===== src/rtl/hazard_ctrl.sv =====
// Stall/flush controller for the five-stage pipeline: data-hazard detection from
// Tuse/Tnew, mult/div busy sequencing and a saturating stall-cycle counter.
module hazard_ctrl #(
  parameter int MULT_CYCLES = 5,
  parameter int DIV_CYCLES  = 10
) (
  input  logic        clk,
  input  logic        reset,
  input  logic [31:0] Instr_D,
  input  logic [31:0] Instr_E,
  input  logic [31:0] Instr_M,
  output logic        En_PC,
  output logic        En_IF_ID,
  output logic        Clr_ID_EX,
  output logic        MD_Start,
  output logic        MD_Busy,
  output logic [31:0] Stall_Cnt
);

  localparam int MD_MAX = (MULT_CYCLES > DIV_CYCLES) ? MULT_CYCLES : DIV_CYCLES;
  localparam int CNT_W  = $clog2(MD_MAX + 1);
  localparam logic [CNT_W-1:0] MULT_LD = CNT_W'(MULT_CYCLES);
  localparam logic [CNT_W-1:0] DIV_LD  = CNT_W'(DIV_CYCLES);

  typedef enum logic [4:0] {
    OP_NOP, OP_ADD, OP_SUB, OP_ORI, OP_LUI, OP_LW, OP_SW, OP_BEQ, OP_JAL, OP_JR,
    OP_MULT, OP_MULTU, OP_DIV, OP_DIVU, OP_MFHI, OP_MFLO, OP_MTHI, OP_MTLO
  } op_t;

  // NOTE: every function assigns its result first, so no path leaves it undriven
  // and the combinational logic built from it cannot infer a latch.
  function automatic op_t decode(input logic [31:0] instr);
    decode = OP_NOP;
    case (instr[31:26])
      6'h00: begin
        case (instr[5:0])
          6'h20: decode = OP_ADD;
          6'h22: decode = OP_SUB;
          6'h08: decode = OP_JR;
          6'h18: decode = OP_MULT;
          6'h19: decode = OP_MULTU;
          6'h1A: decode = OP_DIV;
          6'h1B: decode = OP_DIVU;
          6'h10: decode = OP_MFHI;
          6'h12: decode = OP_MFLO;
          6'h11: decode = OP_MTHI;
          6'h13: decode = OP_MTLO;
          default: decode = OP_NOP;
        endcase
      end
      6'h0D:   decode = OP_ORI;
      6'h0F:   decode = OP_LUI;
      6'h23:   decode = OP_LW;
      6'h2B:   decode = OP_SW;
      6'h04:   decode = OP_BEQ;
      6'h03:   decode = OP_JAL;
      default: decode = OP_NOP;
    endcase
  endfunction

  function automatic logic [4:0] dest_of(input op_t op, input logic [31:0] instr);
    dest_of = 5'd0;
    case (op)
      OP_ADD, OP_SUB, OP_MFHI, OP_MFLO: dest_of = instr[15:11];
      OP_ORI, OP_LUI, OP_LW:            dest_of = instr[20:16];
      OP_JAL:                           dest_of = 5'd31;
      default:                          dest_of = 5'd0;
    endcase
  endfunction

  function automatic logic [1:0] tnew_e_of(input op_t op);
    tnew_e_of = 2'd0;
    case (op)
      OP_LW:                                             tnew_e_of = 2'd2;
      OP_ADD, OP_SUB, OP_ORI, OP_LUI, OP_MFHI, OP_MFLO:  tnew_e_of = 2'd1;
      default:                                           tnew_e_of = 2'd0;
    endcase
  endfunction

  function automatic logic is_md_issue(input op_t op);
    return op inside {OP_MULT, OP_MULTU, OP_DIV, OP_DIVU};
  endfunction

  function automatic logic is_md_any(input op_t op);
    return op inside {OP_MULT, OP_MULTU, OP_DIV, OP_DIVU,
                      OP_MFHI, OP_MFLO, OP_MTHI, OP_MTLO};
  endfunction

  // Source usage in D: {used, tuse}.
  function automatic logic [2:0] rs_use_of(input op_t op);
    rs_use_of = 3'b0_00;
    case (op)
      OP_BEQ, OP_JR: rs_use_of = 3'b1_00;
      OP_ADD, OP_SUB, OP_ORI, OP_LW, OP_SW, OP_MULT, OP_MULTU, OP_DIV, OP_DIVU,
      OP_MTHI, OP_MTLO: rs_use_of = 3'b1_01;
      default: rs_use_of = 3'b0_00;
    endcase
  endfunction

  function automatic logic [2:0] rt_use_of(input op_t op);
    rt_use_of = 3'b0_00;
    case (op)
      OP_BEQ:                                                  rt_use_of = 3'b1_00;
      OP_ADD, OP_SUB, OP_MULT, OP_MULTU, OP_DIV, OP_DIVU:      rt_use_of = 3'b1_01;
      OP_SW:                                                   rt_use_of = 3'b1_10;
      default:                                                 rt_use_of = 3'b0_00;
    endcase
  endfunction

  function automatic logic src_hit(input logic [2:0] use_t, input logic [4:0] src,
                                   input logic [4:0] dst, input logic [1:0] tnew);
    return use_t[2] && (dst != 5'd0) && (src == dst) && (use_t[1:0] < tnew);
  endfunction

  op_t              op_d, op_e, op_m;
  logic [4:0]       dst_e, dst_m;
  logic [1:0]       tnew_e, tnew_m;
  logic [2:0]       rs_use, rt_use;
  logic             data_stall, md_stall, stall;
  logic [CNT_W-1:0] md_cnt;

  assign op_d   = decode(Instr_D);
  assign op_e   = decode(Instr_E);
  assign op_m   = decode(Instr_M);
  assign dst_e  = dest_of(op_e, Instr_E);
  assign dst_m  = dest_of(op_m, Instr_M);
  assign tnew_e = tnew_e_of(op_e);
  assign tnew_m = (op_m == OP_LW) ? 2'd1 : 2'd0;
  assign rs_use = rs_use_of(op_d);
  assign rt_use = rt_use_of(op_d);

  assign data_stall = src_hit(rs_use, Instr_D[25:21], dst_e, tnew_e)
                   || src_hit(rt_use, Instr_D[20:16], dst_e, tnew_e)
                   || src_hit(rs_use, Instr_D[25:21], dst_m, tnew_m)
                   || src_hit(rt_use, Instr_D[20:16], dst_m, tnew_m);

  assign MD_Start  = is_md_issue(op_e);
  assign MD_Busy   = (md_cnt != '0);
  assign md_stall  = is_md_any(op_d) && (MD_Start || MD_Busy);
  assign stall     = data_stall || md_stall;

  assign En_PC     = ~stall;
  assign En_IF_ID  = ~stall;
  assign Clr_ID_EX = stall;

  // NOTE: state registers use non-blocking assignments so every flop samples
  // pre-edge values regardless of block ordering.
  always_ff @(posedge clk) begin
    if (reset)
      md_cnt <= '0;
    else if (MD_Start && (op_e inside {OP_MULT, OP_MULTU}))
      md_cnt <= MULT_LD;
    else if (MD_Start)
      md_cnt <= DIV_LD;
    else if (md_cnt != '0)
      md_cnt <= md_cnt - 1'b1;
  end

  always_ff @(posedge clk) begin
    if (reset)
      Stall_Cnt <= '0;
    else if (stall && (Stall_Cnt != '1))
      Stall_Cnt <= Stall_Cnt + 32'd1;
  end

endmodule

===== config.mk =====
export PLATFORM = sky130hd
export DESIGN_NAME = hazard_ctrl
export DESIGN_NICKNAME = d
export VERILOG_FILES = /design/src/rtl/hazard_ctrl.sv
export SDC_FILE = /design/constraint.sdc
export NUM_CORES = 1
export LEC_CHECK = 0
export CORE_MARGIN = 5
export CORE_UTILIZATION = 51
export DETAILED_ROUTE_END_ITERATION = 7
export GPL_TIMING_DRIVEN = 0
export HOLD_SLACK_MARGIN = 0.12
export PLACE_DENSITY = 0.95
export SETUP_SLACK_MARGIN = 0.2
export SLEW_MARGIN = 10
export SYNTH_ARGS = -nofsm -noshare
export SYNTH_HDL_FRONTEND = slang
export SYNTH_SLANG_ARGS = --single-unit
export TNS_END_PERCENT = 10

===== constraint.sdc =====
create_clock -name clk -period 13.65 [get_ports clk]
set_input_delay 2.73 -clock clk [delete_from_list [all_inputs] [get_ports clk]]
set_output_delay 2.73 -clock clk [all_outputs]
set_load 0.02 [all_outputs]

## After elaboration in Yosys (flattened, before gate mapping)

Memories as Yosys holds them, arrays and structs flattened.
Index checks and enable logic that the tools add are counted.

| word-level totals | value |
|---|---|
| logic and storage cells | 147 |
| memory bits (read-only) | 112 |
| memories | 2 |
| bits in registers | 36 |
| bits of input ports | 98 |

| cells by class | value |
|---|---|
| eq/ne operators | 84 |
| add/subtract/negate cells | 2 |
| reduce and logical (&&, ||, !) cells | 37 |
| bitwise gates (word level) | 1 |
| magnitude comparators | 4 |
| multiplexer cells | 14 |

Memory list:

| memory | depth | bits a word | read ports | clocked after memory_dff | wr ports | line | text |
|---|---|---|---|---|---|---|---|
| (no name shown) | 32 | 2 | 1 | 0 | 0 | 92 | `case (op)` |
| (no name shown) | 16 | 3 | 1 | 0 | 0 | 102 | `case (op)` |

Operators by type and width:

| operator | count |
|---|---|
| $pmux W5 S11 | 3 |
| $eq A6 B5 Y1 const B | 24 |
| $pmux W5 S7 | 3 |
| $eq A5 B4 Y1 const B | 16 |
| $eq A6 B6 Y1 const B | 12 |
| $eq A6 B4 Y1 const B | 9 |
| $add A32 B1 Y32 const B | 1 |
| $ne A32 B32 Y1 const B | 1 |
| $pmux W5 S3 | 2 |
| $eq A5 B2 Y1 const B | 4 |
| $eq A5 B3 Y1 const B | 4 |
| $eq A5 B5 Y1 | 4 |
| $eq A6 B2 Y1 const B | 3 |
| $eq A6 B3 Y1 const B | 3 |
| $logic_not A6 Y1 | 3 |
| $logic_and A1 B1 Y1 | 15 |
| $eq A5 B1 Y1 const B | 2 |
| $eq A5 B5 Y1 const B | 2 |
| $reduce_bool A5 Y1 | 2 |
| $mux W4 | 2 |
| $reduce_bool A4 Y1 | 2 |
| $reduce_bool A8 Y1 | 1 |
| $reduce_or A4 Y1 | 2 |
| $mux W3 | 2 |
| 12 further kinds | 20 |

## Longest topological paths before layout

| depth | value |
|---|---|
| word-level depth | 15 |
| gate-level depth with buffers | 20 |

## Least setup slack after synthesis

Ideal clock, no wire load.

| timing path | value |
|---|---|
| kind | input to output |
| start point | input Instr_D[29] |
| end point | output En_PC |
| slack | 4788 ps |
| arrival | 6132 ps |
| cell stages on the path | 16 |
| path buffers | 2 |
| cells stage by stage | clkbuf_1 > nor4_1 > nand2_1 > o22ai_1 > inv_1 > ha_1 > and3_1 > ha_1 > nand2b_1 > a221o_1 > nor4_1 > nand4b_1 > nor4_1 > o21ai_1 > and3_1 > buf_4 |

| between the ends | value |
|---|---|
| word-level cells in the longest chain between the ends | 12 |

Ends and longest elaborated chain:

| what | line | text |
|---|---|---|
| start: declaration | 9 | `input logic [31:0] Instr_D,` |
| $eq A6 B2 Y1, or another cell as far along | 34 | `case (instr[31:26])` |
| $pmux W5 S7 * | 34 |  |
| parallel branches: the longest is 8 deep, another holds $mem_v2 Z16 W3 | - |  |
| $logic_or A1 B1 Y1 * | 140 | `assign stall = data_stall \|\| md_stall;` |
| $not A1 Y1 * | - |  |
| end: declaration | 12 | `output logic En_PC,` |

Every way passes the cells marked *.

## Worst setup path in the final report

| timing path | value |
|---|---|
| start point | input Instr_D[28] |
| end point | output Clr_ID_EX |

| between the ends | value |
|---|---|
| word-level cells in the longest chain between the ends | 11 |

Ends and longest elaborated chain:

| what | line | text |
|---|---|---|
| $eq A6 B2 Y1, or another cell as far along | 34 |  |
| $pmux W5 S7 * | 34 |  |
| parallel branches: the longest is 8 deep, another holds $mem_v2 Z16 W3 | - |  |
| $logic_or A1 B1 Y1 * | 140 |  |
| end: declaration | 14 | `output logic Clr_ID_EX,` |

Marked as above.

==> results.py <==
metrics = {
    "sta": {
        "worst_slew_pin_slew_ps": 731,
        "rsz0062_at_grt": "false",
        "finalCritPeriodShare_pct": 75.5,
        "setup_viol": 0,
        "slew-limit-headroom_pct": 50.9,
        "max_freq_ghz": 0.0970,
        "slew_violations": 0,
        "finalHoldViolCount": 0,
        "skew_ps": 3.72,
        "totalNegativeSetupSlack_ps": 0,
        "fin_crit_ps": 10310,
    },
    "pwr": {
        "max-vdd-ir-drop_v": 0.0000319,
        "p_seq_share_pct": 36.7,
        "cell_internal_pwr_uw": 206,
        "swShare_pct": 33.1,
        "cellLeakagePower_uw": 0.00200,
        "pwr-share-clk_pct": 27.2,
        "comb_power_share_pct": 36.1,
        "finalPower_uw": 308,
        "power_density_nw_per_um2": 58.0,
        "switchingPower_uw": 102,
    },
    "clock_network": {
        "cts-root-buf": "clkbuf_8",
        "clock_sink_count": 36,
        "cts.clk_slew.worst_paths_ps": 70,
        "post-cts-setup-buffer-count": 0,
        "insertion_delay_ps": 290,
        "cts_tree": "done",
        "cts_hold_buf": 0,
        "cts_resized": 0,
        "cts_buffer_depth": 2,
        "cts_buffers": 5,
        "htree_levels": 2,
    },
    "critical_path": {
        "required_ps": 10920,
        "crit_path_end_kind": "primary output",
        "critPathLaunchType": "input pin",
        "critPathMaxStageDelay_ps": 610,
        "cpMostUsedCell": "nor4_1",
        "crit_chain": "clkdlybuf4s50_1, nor4_1, nand2_1, o22ai_1, inv_1, ha_1, and3_1, ha_1, nand2b_1, a221o_1, nor4_1, nand4b_1, nor4_1, o21ai_1, and3_1, inv_2, clkdlybuf4s50_1",
        "slowest_stage": "clkdlybuf4s50_1",
        "cp.arrival_ps": 7580,
        "worstSetupPathType": "in -> out",
        "path_max_fanout": 7,
    },
    "detailed_routing": {
        "final_antenna_net_count": 0,
        "drtIter0Drc": 308,
        "drcViolationCount": 0,
        "wl_met3_um": 909,
        "routed.top_layer": "met4",
        "m1WireLength_mm": 5.32,
        "drtPass1Iterations": 5,
        "wl_met2_mm": 6.20,
        "viasPerCell": 6.33,
        "wirelength_mm": 12.7,
        "route.vias.total": 4888,
        "wl_per_cell_um": 16.5,
    },
    "global_route": {
        "grt_antenna_before_repair": 0,
        "track_usage_pct": 24.8,
        "grt_max_degree": 11,
        "grt_pass1_wl_mm": 21.2,
        "grt_pass1_vias": 4757,
        "grt.overflow.total": 0,
    },
    "synthesis": {
        "synth-seq-cells": 36,
        "ys_seq_area_share_pct": 17.4,
        "synthCells": 566,
        "yosysTopAreaCell": "dfxtp_1",
        "synth_warnings": 0,
        "synth-edff-count": 0,
        "async_reset_ff_share_pct": 0,
        "synth_top_area_share_pct": 17.4,
        "synth_ff_type": "dfxtp_1",
        "syn_nets": 674,
        "avgSynthCellArea_um2": 7.33,
        "synth.top_cells.by_area": "dfxtp_1 17%, nor2_1 5.8%, mux2_1 5.2%",
        "syn_area_um2": 4150,
        "yosysUniqueCellTypes": 82,
    },
    "floorplan": {
        "die_width_um": 100,
        "dieArea_um2": 10000,
        "ios": 135,
        "die_h_um": 100,
        "coreArea_um2": 8050,
        "row_count": 33,
        "start_util_pct": 51.5,
    },
    "outcome": {
        "status": "complete, no violations",
    },
    "placement": {
        "placed_area_um2": 5220,
        "port_buffers": 94,
        "place_hpwl_mm": 9.99,
        "place_congestion": 0.914,
    },
    "worst_hold_path": {
        "min_path_type": "reg -> reg",
    },
    "final_layout": {
        "final_cell_area_um2": 5320,
        "area_growth_syn_to_layout_pct": 28.2,
        "finalNetCount": 775,
        "fill_cells": 671,
        "n_antenna_cell": 0,
        "drive_gt1_share_pct": 6.45,
    },
    "run": {
        "drv_cap": 0,
    },
}
## worst paths after layout
path,from,end,slack (ps),cells after the start
max,Instr_D[28],Clr_ID_EX,3340,17
min,Stall_Cnt[1]$_SDFFE_PP0P_,Stall_Cnt[1]$_SDFFE_PP0P_,570,2
max reg2reg,Stall_Cnt[0]$_SDFFE_PP0P_,Stall_Cnt[21]$_SDFFE_PP0P_,10420,13
min reg2reg,Stall_Cnt[1]$_SDFFE_PP0P_,Stall_Cnt[1]$_SDFFE_PP0P_,570,2
## layout by cell type (no fill, tap or decap), types with 8 or more instances in the layout
| cell | instances |
|---|---|
| clkbuf_1 | 20 |
| inv_1 | 17 |
| a21oi_1 | 36 |
| nor2b_1 | 30 |
| a31o_2 | 8 |
| o21ai_0 | 18 |
| mux2_1 | 19 |
| xnor2_1 | 8 |
| clkdlybuf4s50_1 | 94 |
| ha_1 | 10 |
| o22ai_1 | 8 |
| nor4_1 | 10 |
| nor2_1 | 64 |
| nor3_1 | 15 |
| nand4_1 | 17 |
| nand2b_1 | 22 |
| nand2_1 | 35 |
| dfxtp_1 | 36 |
| and3_1 | 20 |
| nand3_1 | 16 |
## per-stage QoR
step | hold slack (ps) | std cells | utilization [%] | setup WS, ps
finish | 570 | 772 | 66.1 | 3340
global route | 602 | 772 | 66.1 | 2830
CTS | 573 | 772 | 66.1 | 3380
detailed placement | 557 | 765 | 64.9 | 3410
global placement | 535 | 765 | 64.9 | 3530
floorplan | 522 | 566 | - | 4790
## power by group through the flow
stage | clock network, µW | registers [µW] | logic, µW
finish | 83.9 | 113 | 111
global route | 87.7 | 114 | 124
CTS | 84.1 | 113 | 110
detailed placement | 0 | 115 | 109
global placement | 0 | 115 | 104
floorplan | 0 | 115 | 66.8
## cell type report
cell class	instances	area (µm²)	share of cell area, %
plain buffers	25	121	2.28
clock buffers	7	96.3	1.81
inverters	18	67.6	1.27
multi-input cells	487	3240	60.9
flip-flops and latches	36	721	13.5
well taps	105	131	2.47
repair buffers	94	941	17.7
## flip-flops by register name, indices dropped and copies added (netlist names)
signal and flops:
Stall_Cnt 32, md_cnt 4
## critical path, delay by kind of cell
kind,cells,cell delay (ps)
adders and majority gates,2,560
AOI/OAI and AO/OA,3,880
buffers and inverters,4,1380
and+or+nand+nor,8,2000
## cell usage after synthesis, types with 5 or more instances
cell / number
a211o_1: 5
a21oi_1: 36
a31o_2: 8
and2_1: 6
and3_1: 20
clkbuf_1: 20
dfxtp_1: 36
ha_1: 10
inv_1: 17
mux2_1: 19
nand2_1: 35
nand2b_1: 22
nand3_1: 16
nand3b_1: 6
nand4_1: 17
nor2_1: 64
nor2b_1: 30
nor3_1: 15
nor4_1: 10
nor4bb_1: 6
o21ai_0: 18
o22a_1: 7
o22ai_1: 8
or2_2: 7
or3_1: 5
xnor2_1: 8
xor2_1: 6
## kinds of logic after synthesis
logic type / share of synthesized area [%]
fa+ha+maj: 3.01
buf+inv: 4.55
mux: 6.72
xor+xnor: 2.95
flops: 17.4
compound gates: 26.6
simple gates: 38.8
## metal layers
| layer | up-vias | global-route usage [%] |
|---|---|---|
| met5 | - | 0 |
| met4 | 0 | 8.29 |
| met3 | 34 | 4.03 |
| met2 | 201 | 42.8 |
| met1 | 2292 | 31.2 |
| li1 | 2361 | - |
Power figures use the tool's default switching activity.
